--- src/rtl/lbctrl_pkg.sv ---
//------------------------------------------------------------------------------
// Module  : lbctrl_pkg
// Brief   : Shared state encoding, frame size limits and size check for the
//           line buffer scan controller.
// Revision: 1.0
//------------------------------------------------------------------------------
`default_nettype none

package lbctrl_pkg;

    typedef enum logic [2:0] {
        IDLE  = 3'd0,
        ARM   = 3'd1,
        RUN   = 3'd2,
        FLUSH = 3'd3,
        DONE  = 3'd4
    } lbctrl_state_t;

    localparam int unsigned MAX_DIM = 416;
    localparam int unsigned MIN_ROW = 4;
    localparam int unsigned MIN_COL = 2;

    function automatic logic size_ok(input int unsigned rows, input int unsigned cols);
        return (rows >= MIN_ROW) && (rows <= MAX_DIM) &&
               (cols >= MIN_COL) && (cols <= MAX_DIM);
    endfunction

endpackage

`default_nettype wire

--- src/rtl/lbctrl_scan_cnt.sv ---
//------------------------------------------------------------------------------
// Module  : lbctrl_scan_cnt
// Brief   : 2-D slot counter (row fastest) with latched bounds and
//           last-input / last-slot flags.
// Revision: 1.0
//------------------------------------------------------------------------------
`default_nettype none

module lbctrl_scan_cnt
    import lbctrl_pkg::*;
#(
    parameter int MaxRowWidth = 9,
    parameter int MaxColWidth = 9
) (
    input  logic                   Clk,
    input  logic                   Rst,
    input  logic                   load,
    input  logic                   en,
    input  logic [MaxRowWidth-1:0] row_size,
    input  logic [MaxColWidth-1:0] col_size,
    output logic [MaxRowWidth-1:0] row,
    output logic [MaxColWidth-1:0] col,
    output logic                   last_input,
    output logic                   last_slot
);

    localparam logic [MaxRowWidth-1:0] c_row_one = MaxRowWidth'(1);
    localparam logic [MaxColWidth-1:0] c_col_one = MaxColWidth'(1);

    logic [MaxRowWidth-1:0] r_row_size;
    logic [MaxColWidth-1:0] r_col_size;
    logic [MaxRowWidth-1:0] r_row;
    logic [MaxColWidth-1:0] r_col;
    logic                   w_row_wrap;

    assign w_row_wrap = (r_row == r_row_size - c_row_one);

    always_ff @(posedge Clk) begin
        if (Rst) begin
            r_row_size <= '0;
            r_col_size <= '0;
            r_row      <= '0;
            r_col      <= '0;
        end else if (load) begin
            r_row_size <= row_size;
            r_col_size <= col_size;
            r_row      <= '0;
            r_col      <= '0;
        end else if (en) begin
            if (w_row_wrap) begin
                r_row <= '0;
                r_col <= r_col + c_col_one;
            end else begin
                r_row <= r_row + c_row_one;
            end
        end
    end

    assign row        = r_row;
    assign col        = r_col;
    assign last_input = w_row_wrap && (r_col == r_col_size - c_col_one);
    // The frame ends two slots into the second flush line.
    assign last_slot  = (r_row == c_row_one) && (r_col == r_col_size + c_col_one);

endmodule

`default_nettype wire

--- src/rtl/linebuf_scan_ctrl.sv ---
//------------------------------------------------------------------------------
// Module  : linebuf_scan_ctrl
// Brief   : Frame sequencer feeding the 3x3 line buffer: pixel handshake,
//           bottom zero-flush, window count, errors. Optional perf counters
//           under LBCTRL_PERF_CNT_EN.
// Revision: 1.0
//------------------------------------------------------------------------------
`default_nettype none

module linebuf_scan_ctrl
    import lbctrl_pkg::*;
#(
    parameter int DataWidth   = 64,
    parameter int MaxRowWidth = 9,
    parameter int MaxColWidth = 9,
    parameter int WinCntWidth = 18
) (
    input  logic                   Clk,
    input  logic                   Rst,
    input  logic                   start,
    input  logic [MaxRowWidth-1:0] row_in,
    input  logic [MaxColWidth-1:0] col_in,
    input  logic [DataWidth-1:0]   in_data,
    input  logic                   in_valid,
    output logic                   in_ready,
    output logic [DataWidth-1:0]   lb_data,
    output logic [MaxRowWidth-1:0] lb_row_count,
    output logic [MaxColWidth-1:0] lb_col_count,
    input  logic                   lb_window_valid,
    output logic                   busy,
    output logic                   done,
    output logic [WinCntWidth-1:0] win_count,
    output logic                   err_cfg,
    output logic                   err_underrun
`ifdef LBCTRL_PERF_CNT_EN
    ,
    output logic [31:0]            cyc_count,
    output logic [15:0]            underrun_count
`endif
);

    lbctrl_state_t          r_state;
    logic [DataWidth-1:0]   r_lb_data;
    logic [MaxRowWidth-1:0] r_lb_row;
    logic [MaxColWidth-1:0] r_lb_col;
    logic                   r_in_ready;
    logic                   r_busy;
    logic                   r_done;
    logic [WinCntWidth-1:0] r_win_count;
    logic                   r_err_cfg;
    logic                   r_err_underrun;

    logic [MaxRowWidth-1:0] w_row;
    logic [MaxColWidth-1:0] w_col;
    logic                   w_last_input;
    logic                   w_last_slot;
    logic                   w_size_ok;
    logic                   w_start_ok;
    logic                   w_slot_en;
    logic                   w_scan_phase;

    assign w_size_ok    = size_ok(32'(row_in), 32'(col_in));
    assign w_start_ok   = (r_state == IDLE) && start && w_size_ok;
    // RUN and FLUSH register a slot every cycle; ARM only on the first handshake.
    assign w_slot_en    = ((r_state == ARM) && in_valid) || (r_state == RUN) || (r_state == FLUSH);
    assign w_scan_phase = (r_state == RUN) || (r_state == FLUSH) || (r_state == DONE);

    lbctrl_scan_cnt #(
        .MaxRowWidth (MaxRowWidth),
        .MaxColWidth (MaxColWidth)
    ) u_scan_cnt (
        .Clk        (Clk),
        .Rst        (Rst),
        .load       (w_start_ok),
        .en         (w_slot_en),
        .row_size   (row_in),
        .col_size   (col_in),
        .row        (w_row),
        .col        (w_col),
        .last_input (w_last_input),
        .last_slot  (w_last_slot)
    );

    always_ff @(posedge Clk) begin
        if (Rst) begin
            r_state        <= IDLE;
            r_lb_data      <= '0;
            r_lb_row       <= '0;
            r_lb_col       <= '0;
            r_in_ready     <= 1'b0;
            r_busy         <= 1'b0;
            r_done         <= 1'b0;
            r_err_cfg      <= 1'b0;
            r_err_underrun <= 1'b0;
        end else begin
            r_done <= 1'b0;
            case (r_state)
                IDLE: begin
                    if (start) begin
                        if (w_size_ok) begin
                            r_state        <= ARM;
                            r_in_ready     <= 1'b1;
                            r_busy         <= 1'b1;
                            r_err_cfg      <= 1'b0;
                            r_err_underrun <= 1'b0;
                        end else begin
                            r_err_cfg <= 1'b1;
                        end
                    end
                end
                ARM: begin
                    if (in_valid) begin
                        r_lb_data <= in_data;
                        r_lb_row  <= w_row;
                        r_lb_col  <= w_col;
                        r_state   <= RUN;
                    end
                end
                RUN: begin
                    // The line buffer cannot stall: a missing pixel becomes a zero slot.
                    r_lb_data <= in_valid ? in_data : '0;
                    r_lb_row  <= w_row;
                    r_lb_col  <= w_col;
                    if (!in_valid) begin
                        r_err_underrun <= 1'b1;
                    end
                    if (w_last_input) begin
                        r_state    <= FLUSH;
                        r_in_ready <= 1'b0;
                    end
                end
                FLUSH: begin
                    r_lb_data <= '0;
                    r_lb_row  <= w_row;
                    r_lb_col  <= w_col;
                    if (w_last_slot) begin
                        r_state <= DONE;
                        r_done  <= 1'b1;
                    end
                end
                DONE: begin
                    r_lb_data <= '0;
                    r_lb_row  <= '0;
                    r_lb_col  <= '0;
                    r_busy    <= 1'b0;
                    r_state   <= IDLE;
                end
                default: begin
                    r_state <= IDLE;
                end
            endcase
        end
    end

    always_ff @(posedge Clk) begin
        if (Rst) begin
            r_win_count <= '0;
        end else if (w_start_ok) begin
            r_win_count <= '0;
        end else if (w_scan_phase && lb_window_valid) begin
            r_win_count <= r_win_count + WinCntWidth'(1);
        end
    end

    assign in_ready     = r_in_ready;
    assign lb_data      = r_lb_data;
    assign lb_row_count = r_lb_row;
    assign lb_col_count = r_lb_col;
    assign busy         = r_busy;
    assign done         = r_done;
    assign win_count    = r_win_count;
    assign err_cfg      = r_err_cfg;
    assign err_underrun = r_err_underrun;

`ifdef LBCTRL_PERF_CNT_EN
    logic [31:0] r_cyc_count;
    logic [15:0] r_underrun_count;

    // Starts at 2 so the start cycle and the done cycle are both included.
    always_ff @(posedge Clk) begin
        if (Rst) begin
            r_cyc_count      <= '0;
            r_underrun_count <= '0;
        end else if (w_start_ok) begin
            r_cyc_count      <= 32'd2;
            r_underrun_count <= '0;
        end else begin
            if ((r_state == ARM) || (r_state == RUN) || (r_state == FLUSH)) begin
                r_cyc_count <= r_cyc_count + 32'd1;
            end
            if ((r_state == RUN) && !in_valid && (r_underrun_count != 16'hFFFF)) begin
                r_underrun_count <= r_underrun_count + 16'd1;
            end
        end
    end

    assign cyc_count      = r_cyc_count;
    assign underrun_count = r_underrun_count;
`endif

endmodule

`default_nettype wire

--- config.mk ---
export PLATFORM = sky130hd
export DESIGN_NAME = linebuf_scan_ctrl
export DESIGN_NICKNAME = d
export VERILOG_FILES = /design/src/rtl/lbctrl_pkg.sv /design/src/rtl/lbctrl_scan_cnt.sv /design/src/rtl/linebuf_scan_ctrl.sv
export SDC_FILE = /design/constraint.sdc
export NUM_CORES = 1
export LEC_CHECK = 0
export ABC_AREA = 1
export BUFFER_PORTS_ARGS = -buffer_cell sky130_fd_sc_hd__buf_2
export CORE_MARGIN = 3
export CORE_UTILIZATION = 40
export CTS_BUF_LIST = sky130_fd_sc_hd__clkbuf_8 sky130_fd_sc_hd__clkbuf_16
export CTS_CLUSTER_SIZE = 28
export DETAILED_ROUTE_END_ITERATION = 10
export MAX_ROUTING_LAYER = met4
export PLACE_DENSITY = 0.65
export SLEW_MARGIN = 40
export SYNTH_ARGS = -nofsm -noshare
export SYNTH_HDL_FRONTEND = slang
export SYNTH_SLANG_ARGS = --single-unit
export TNS_END_PERCENT = 10
--- constraint.sdc ---
create_clock -name Clk -period 5.6 [get_ports Clk]
set_clock_uncertainty 0.05 [all_clocks]
set_input_delay 0.28 -clock Clk [delete_from_list [all_inputs] [get_ports Clk]]
set_output_delay 0.28 -clock Clk [all_outputs]
set_load 0.05 [all_outputs]
**After elaboration in Yosys (flattened, before gate mapping)**

Cells that the tools add are included.

- Output and inout port bits: 105
- Bits in registers: 144

- Multiplexer cells: 25
- Bitwise logic cells: 1
- Reduce and logical (&&, ||, !) cells: 30
- Order comparisons: 4
- $add $sub $neg: 6
- Equality and inequality tests: 14

Operators by type and width:

| kind | count |
|---|---|
| case mux 64 bit (3 select lines) | 1 |
| two-way mux 64 bit | 2 |
| case mux 9 bit (3 select lines) | 2 |
| adder 9 x 1 -> 9 bit (second input constant) | 3 |
| equality test 9 bit | 3 |
| two-way mux 9 bit | 3 |
| adder 18 x 1 -> 18 bit (second input constant) | 1 |
| <= comparator 9 bit (second input constant) | 2 |
| subtractor 9 x 1 -> 9 bit (second input constant) | 2 |
| two-way mux 3 bit | 5 |
| case mux 3 bit (4 select lines) | 1 |
| equality test 9 x 1 -> 1 bit (second input constant) | 1 |
| greater-or-equal comparator 9 x 2 -> 1 bit (second input constant) | 1 |
| greater-or-equal comparator 9 x 3 -> 1 bit (second input constant) | 1 |
| logical AND 1 bit | 9 |
| two-way mux 1 bit | 8 |
| inequality test 2 bit (second input constant) | 4 |
| AND reduction 2 bit | 4 |
| AND reduction 4 bit | 2 |
| OR reduction 2 bit | 4 |
| equality test 3 x 2 -> 1 bit (second input constant) | 2 |
| case mux 1 bit (2 select lines) | 3 |
| nonzero test 3 bit | 2 |
| AND reduction 5 bit | 1 |
| 8 further kinds | 13 |

**Longest topological paths before layout**

Gate-level depths: netlist of run 1.

- Depth in word-level cells: 7
- Mapped depth: 16
- Mapped depth without buffers: 16

**Cells and area by module**

A second synthesis of run 1 with hierarchy kept.

- Cell total of the unflattened synthesis: 969
- Area total of the unflattened synthesis: 6,885.4 um^2

By module, submodules not included:

| module | area an instance (um^2) | instances | cells each | seq. area each (um^2) |
|---|---|---|---|---|
| linebuf_scan_ctrl | 4,426.7 | 1 | 593 | 2,162.1 |
| lbctrl_scan_cnt | 2,458.6 | 1 | 376 | 720.7 |

**Worst setup path after synthesis of run 1**

No wires, ideal clock.

- Kind: register -> register
- Start: reg r_win_count[0] (netlist: win_count[0])
- End: reg r_win_count[15] (netlist: win_count[15])
- Path buffers: 0
- Data required time: 5,435 ps
- Cell stages (with the launch flop): 9
- Setup time: 115 ps
- Slack: 3,737 ps
- Data arrival time: 1,698 ps
- Path through: dfxtp_1 nand3_1 nor2_4 nand2_2 nor3_2 nand3_1 nor2_1 a21oi_1 o21a_1

- Cells in the longest elaborated chain, start to end: 1

RTL lines:

| item | line | RTL |
|---|---|---|
| start: declaration | linebuf_scan_ctrl.sv:49 | `logic [WinCntWidth-1:0] r_win_count;` |
| start signal: assignment | linebuf_scan_ctrl.sv:161 | `r_win_count <= r_win_count + WinCntWidth'(1);` |
| adder 18 x 1 -> 18 bit | linebuf_scan_ctrl.sv:161 |  |

No other way between the ends.
A chain may end at the register's enable or synchronous reset.

**Final worst setup path of run 1**

- Start: reg r_state[0]
- End: reg r_lb_col[7] (netlist: lb_col_count[7])

- Cells in the longest elaborated chain, start to end: 4
- Elaborated cells between the ends (all ways): 9
- Those cells by class: eq/ne (5); mux (1); reduce/logical (3)

RTL lines:

| item | line | RTL |
|---|---|---|
| start: declaration | linebuf_scan_ctrl.sv:42 | `lbctrl_state_t r_state;` |
| start signal: assignment | linebuf_scan_ctrl.sv:86 | `r_state <= IDLE;` |
| start signal: assignment | linebuf_scan_ctrl.sv:101 | `r_state <= ARM;` |
| start signal: assignment | linebuf_scan_ctrl.sv:116 | `r_state <= RUN;` |
| equality test 3 x 2 -> 1 bit | linebuf_scan_ctrl.sv:97 | `case (r_state)` |
| OR reduction 2 bit (no line) | - |  |
| nonzero test 3 bit (no line) | - |  |
| AND reduction 2 bit (no line) | - |  |
| end signal: assignment | linebuf_scan_ctrl.sv:115 | `r_lb_col <= w_col;` |
| end signal: assignment | linebuf_scan_ctrl.sv:123 | `r_lb_col <= w_col;` |
| end signal: assignment | linebuf_scan_ctrl.sv:135 | `r_lb_col <= w_col;` |
| end: declaration | linebuf_scan_ctrl.sv:45 | `logic [MaxColWidth-1:0] r_lb_col;` |

Several ways; a longest one is shown, not always the timed one.

==> out/qor.txt, run 1 <==
status - completed
Worst Hold Endpoint - lb_data[1]
drt first-iter violations - 316
Post-synth EDFFs - 0
hold_sp - in_data[1]
Die H - 134 um
FFs w/ async S/R, synth - 0
Die Wd - 134 um
placement-stage cell area - 7670 sq um
number of global-route vias before repair - 5784
DR vias/cell - 4.82
GRT Overall Usage - 0.201
P_leak - 0.00386 uW
combinational family with the most area after synthesis - simple AND/OR/NAND/NOR gates
CTS tree - built
worst r2r src - r_state[0]
max-slew violation count - 0
H-tree depth - 4
final WL - 17400 um
Avg Synthesized Cell Area - 7.42 sq um
mux contribution to synthesized area - 0
Setup violations, final - 0
first-pass GRT wire length - 28400 um
Synth Area in Simple Gates - 0.252
post-synth top area cell - dfxtp_1
r2r setup slk - 3060 ps
Critical Path End Type - register
DRC Markers - 0
IO Count - 192
period utilisation layout - 0.453
max-cap check violation count - 0
first drt pass iteration count - 5
worst slew margin relative to its limit - 0.558
Worst Hold Depth - 3
Post-Synthesis Cells - 886
cts hold-fix bufs - 0
area of the core - 16000 sq um
Root Buffer - clkbuf_16
GRT overflow - 0
Warnings, synthesis - 0
worst-skew pair later-pin latency - 420 ps
clock-pin slew on the worst setup and hold paths - 60 ps
Hold Crit Class - in -> reg
CP arrival - 2820 ps
routed vias - 6217
drt wl/cell - 13.5 um
fin area - 8250 sq um
GR Util met3 - 0.0510
Yosys cell types - 43
CTS Sinks - 144
initial core utilization - 0.411
met2 usage - 0.315
maximum clock path buffer count - 2
multi-input logic area - 3250 sq um
Post-Synth Adder-Cell Area - 0.0133
I/O Buffers - 191
register area share after synthesis - 0.439
family with the most delay on the worst path - buffers and inverters
CP max-delay cell - buf_4
share of the synthesized area in the top cell type - 0.439
layer with the highest usage - met2
Reg area - 2880 sq um
layout cell share with drive strength beyond 1 - 0.254
worst vdd ir - 0.000239 V
RSZ-0062 raised after global routing - no
syn_nets - 980
met1 Use GR - 0.257
initial antenna violation count - 1
cts repair resizes - 0
Seq cells post-synth - 144
CP max FO - 68
worst slew pin tran - 663 ps
reg2reg path depth - 10
path type of the worst setup path - reg -> reg
dominant synthesized flop cell - dfxtp_1
CP required - 5880 ps
crit-path cells - inv_2 > nor3_2 > nand2_1 > inv_1 > nor2_4 > buf_4 > inv_2 > buf_4 > nor2_1 > a211oi_1
Post-CTS Setup Inserts - 0
final hold violations - 0
FF-to-FF End - lb_col_count[7]
XOR/XNOR Fraction of Synth Area - 0.0533
Fmax - 394 MHz
fillcell total - 1595
Mapped Area - 6570 sq um
CTS Buf Count - 17
Synth area leaders - dfxtp_1, a21oi_1, nor2_1
Synth Area in Compound Gates - 0.175
fin util - 0.516
crit start category - register
Die ar. - 18000 sq um
RePlAce Congestion - 0.870
Final #Nets - 1155
Cell Rows - 46
Crit path buffers/inverters - 5
post-DP HPWL - 12500 um
P per Cell Area - 491 nW/um^2
Final Critical Period - 2540 ps
TNS Setup - 0 ps
largest net degree at the start of global routing - 78
antenna-violating nets left - 0
synth-to-layout area growth - 25.6%
crit-path max cell delay - 540 ps
## tightest hold or removal path, delay by kind of cell
family	cells	cell delay, ps
AOI/OAI and AO/OA	1	50
buffers and inverters	1	70
and+or+nand+nor	1	80
## synth_stat cells (3+ instances only)
master / count
a211oi_1: 6
a21oi_1: 110
buf_2: 19
clkbuf_1: 19
dfxtp_1: 144
ha_1: 7
inv_1: 66
inv_2: 5
nand2_1: 123
nand2_2: 5
nand2_4: 4
nand3_1: 38
nand3_2: 3
nand4_1: 7
nor2_1: 141
nor2_2: 7
nor2_4: 4
nor3_1: 10
nor3_2: 5
nor4_1: 3
o21ai_0: 83
o21ai_1: 12
or2_2: 3
xnor2_1: 20
xor2_1: 20
## power breakdown
part,switching (uW),leakage (uW),internal (uW)
sequential,126,0.00118,1230
combinational,1180,0.00240,406
clock,447,0.000280,665
## layer usage
layer,routed length (um),part of all wire
met5,0,0
met2,8270,0.47
met3,1010,0.058
met1,7960,0.46
met4,178,0.010
## flip-flops by register name (all words and copies together) (netlist names)
register,flops
u_scan_cnt.r_col_size,9
err_underrun,1
u_scan_cnt.col,9
r_state,3
done,1
err_cfg,1
win_count,18
in_ready,1
busy,1
u_scan_cnt.r_row_size,9
lb_row_count,9
lb_col_count,9
u_scan_cnt.row,9
lb_data,64
## cell families (layout without fill, tap and decap cells)
family,Yosys count,after routing
AO/OA/AOI/OAI,220,220
other,0,1
buffers and inverters,112,300
AND/OR/NAND/NOR,363,363
XOR/XNOR,40,40
adder cells (fa/ha/maj),7,7
flip-flops,144,144
## cell type report
cell class,instances,area share
multi-input cells,630,0.394
flip-flops and latches,144,0.349
repair buffers,195,0.119
clock buffers,18,0.0532
inverters,73,0.0338
well taps,216,0.0327
clock inverters,14,0.0170
diodes,1,0.000303
## how the worst max path moves through the flow
stage	from	to	slack (ps)	depth (start not counted)
6_report	r_state[0]	lb_col_count[7]	3060	10
3_3_place_gp	row_in[3]	u_scan_cnt.row[3]	3020	11
4_1_cts	r_state[0]	lb_data[13]	3040	10
5_1_grt	r_state[0]	lb_data[61]	2700	10
2_1_floorplan	win_count[0]	win_count[15]	3740	8
3_5_place_dp	row_in[3]	u_scan_cnt.row[3]	2950	11
## layout by cell type (no fill, tap or decap), types with 3 or more instances in the layout
| cell type | instances |
|---|---|
| buf_2 | 191 |
| dfxtp_1 | 144 |
| nor2_1 | 139 |
| nand2_1 | 122 |
| a21oi_1 | 110 |
| o21ai_0 | 83 |
| inv_1 | 66 |
| nand3_1 | 38 |
| xor2_1 | 20 |
| xnor2_1 | 20 |
| clkbuf_16 | 17 |
| o21ai_1 | 12 |
| nor3_1 | 10 |
| nor2_2 | 8 |
| nand4_1 | 7 |
| ha_1 | 7 |
| inv_2 | 6 |
| nand2_2 | 6 |
| a211oi_1 | 6 |
| nor3_2 | 5 |
| nor2_4 | 5 |
| nand2_4 | 4 |
| clkinvlp_4 | 4 |
| clkinv_2 | 4 |
| buf_4 | 4 |
| nand3_2 | 3 |
| or2_2 | 3 |
| nor4_1 | 3 |
## through the flow
stage          setup slack [ps]  std cells  hold slack (ps)  total power [uW]
2_1_floorplan              3740        886              309              2610
3_3_place_gp               3020       1258              391              2960
3_5_place_dp               2950       1258              389              2960
4_1_cts                    3040       1290             35.0              4090
5_1_grt                    2700       1291             50.8              4310
6_report                   3060       1291             59.4              4050
Note: power is estimated with default switching activity, not from simulation.
==> run 2: changes to the inputs <==
--- a/config.mk
+++ b/config.mk
@@ -13,7 +13,7 @@
 export CTS_CLUSTER_SIZE = 28
 export DETAILED_ROUTE_END_ITERATION = 10
 export MAX_ROUTING_LAYER = met4
-export PLACE_DENSITY = 0.65
+export PLACE_DENSITY = 0.68
 export SLEW_MARGIN = 40
 export SYNTH_ARGS = -nofsm -noshare
 export SYNTH_HDL_FRONTEND = slang
==> constraint.sdc (replaced) <==
create_clock -name Clk -period 2.2 [get_ports Clk]
set_clock_uncertainty 0.05 [all_clocks]
set_input_delay 0.11 -clock Clk [delete_from_list [all_inputs] [get_ports Clk]]
set_output_delay 0.11 -clock Clk [all_outputs]
set_load 0.05 [all_outputs]
==> out/qor.txt, run 2 (synthesis gave the netlist of run 1 again) <==
drt wl/cell - 14.5 um (was 13.5 um)
first drt pass iteration count - 5 (unchanged)
GRT Overall Usage - 0.230 (was 0.201)
CTS tree - built (unchanged)
crit start category - input port (was register)
Post-CTS Setup Inserts - 0 (unchanged)
commonest non-fill, non-tap cell in the layout - buf_2 (unchanged)
clock-pin slew on the worst setup and hold paths - 70 ps (was 60 ps)
internal power - 5990 uW (was 2300 uW)
Die ar. - 18000 sq um (unchanged)
maximum clock path buffer count - 2 (unchanged)
RSZ-0062 raised after global routing - no (unchanged)
TNS Setup - 0 ps (unchanged)
fillcell total - 1445 (was 1595)
CP arrival - 2210 ps (was 2820 ps)
max-slew violation count - 0 (unchanged)
final WL - 20000 um (was 17400 um)
CP required - 2460 ps (was 5880 ps)
worst-skew pair later-pin latency - 420 ps (about the same)
CTS Buf Count - 17 (unchanged)
post-DP HPWL - 13200 um (was 12500 um)
CTS Sinks - 144 (unchanged)
most frequent cells in the layout - buf_2, dfxtp_1, nor2_1, nand2_1, a21oi_1 (unchanged)
synth-to-layout area growth - 40.6% (was 25.6%)
I/O Buffers - 191 (unchanged)
max-cap check violation count - 0 (unchanged)
Root Buffer - clkbuf_16 (unchanged)
Fmax - 512 MHz
path type of the worst setup path - in -> reg (was reg -> reg)
first-pass GRT wire length - 32800 um (was 28400 um)
Die H - 134 um (unchanged)
worst vdd ir - 0.000669 V (was 0.000239 V)
Die Wd - 134 um (unchanged)
Final Critical Period - 1950 ps
Antenna diodes - 0 (was 1)
Hold Crit Class - in -> reg (unchanged)
largest net degree at the start of global routing - 65 (was 78)
Sequential Power Share - 0.321 (was 0.334)
layout cell share with drive strength beyond 1 - 0.242 (was 0.254)
CP max FO - 10 (was 68)
Fin Hold WS - 29.9 ps (was 59.4 ps)
Setup violations, final - 0 (unchanged)
initial antenna violation count - 0 (was 1)
GRT overflow - 0 (unchanged)
worst slew margin relative to its limit - 0.763 (was 0.558)
drt first-iter violations - 405 (was 316)
P per Cell Area - 1160 nW/um^2 (was 491 nW/um^2)
initial core utilization - 0.411 (unchanged)
Sw Ratio - 0.443 (was 0.433)
Critical Path End Type - register (unchanged)
area of the core - 16000 sq um (unchanged)
IO Count - 192 (unchanged)
worst slew pin tran - 352 ps (was 663 ps)
final hold violations - 0 (unchanged)
number of global-route vias before repair - 6664 (was 5784)
clock share of power - 0.269 (was 0.275)
period utilisation layout - 0.887
Cell Rows - 46 (unchanged)
status - completed (unchanged)
Logic pwr share - 0.409 (was 0.391)
RePlAce Congestion - 0.890 (was 0.870)
DR vias/cell - 4.92 (was 4.82)
P_leak - 0.00428 uW (was 0.00386 uW)
Psw - 4770 uW (was 1750 uW)
H-tree depth - 4 (unchanged)
Final #Nets - 1245 (was 1155)
routed vias - 6794 (was 6217)
DRC Markers - 0 (unchanged)
max FFs per register - 64 (unchanged)
antenna-violating nets left - 0 (unchanged)
## run 2: cell count changes in the layout (fill, tap and decap cells not counted), sizes merged, moves of 3 or more
cell and delta:
clkinv -4, clkinvlp -3, dlygate4sd3 +84, buf +6
inv +9
## run 2: through the flow
stage                     cells  cell area, sq um  utilization  power [uW]  worst slack [ps]
after global placement     1264              7800        0.488        7680               201
after floorplan             886              6570            -        6650               337
after CTS                  1380              9230        0.577       10800               141
after detailed placement   1264              7800        0.488        7720               156
final                      1380              9240        0.578       10800               248
after global routing       1380              9240        0.578       11400              34.7
## run 2: final timing paths
check / endpoint / start / slack [ps] / cells after the start
worst max register to register: u_scan_cnt.row[3] / u_scan_cnt.r_row_size[0] / 260 / 11
worst min-delay path: u_scan_cnt.r_col_size[4] / col_in[4] / 30 / 3
worst min register to register: in_ready / in_ready / 410 / 2
worst max-delay path: u_scan_cnt.row[3] / col_in[3] / 250 / 12
## run 2: worst max-delay path, cell delays in order
cell and delay (ps):
dlygate4sd3_1 540, buf_2 140, nor2_1 170, nand3_1 90, o2111ai_1 130, nand3_2 170, nor2_4 200, nand2_2 110
nand2_2 200, inv_2 130, nand2_4 140, nor3b_1 70
## run 2: metal layers
layer | wire (um) | GRT usage | share of wire
met1 | 8840 | 0.288 | 0.44
met2 | 9580 | 0.371 | 0.48
met3 | 1240 | 0.0559 | 0.062
met4 | 342 | 0.0690 | 0.017
met5 | 0 | - | 0
## run 2: final cells by class
type / instances / area, sq um / share of cell area
Tap cell: 216 / 270 / 0.0292
Sequential cell: 144 / 2880 / 0.312
Timing Repair Buffer: 285 / 1960 / 0.212
Clock inverter: 15 / 160 / 0.0173
Inverter: 73 / 279 / 0.0302
Clock buffer: 17 / 425 / 0.0460
Multi-Input combinational cell: 630 / 3260 / 0.353
## run 2: timing repair
action,in CTS,in global routing
hold buffers,84,0
endpoints found under the hold margin,85,0
gates resized for setup,0,3
setup endpoints to repair,0,3
## run 2: power by group through the flow
stage               sequential, uW  clock, uW  combinational (uW)
finish                        3460       2900                4410
global route                  3520       3100                4810
CTS                           3440       2970                4360
detailed placement            3480          0                4230
global placement              3480          0                4200
floorplan                     4840          0                1810
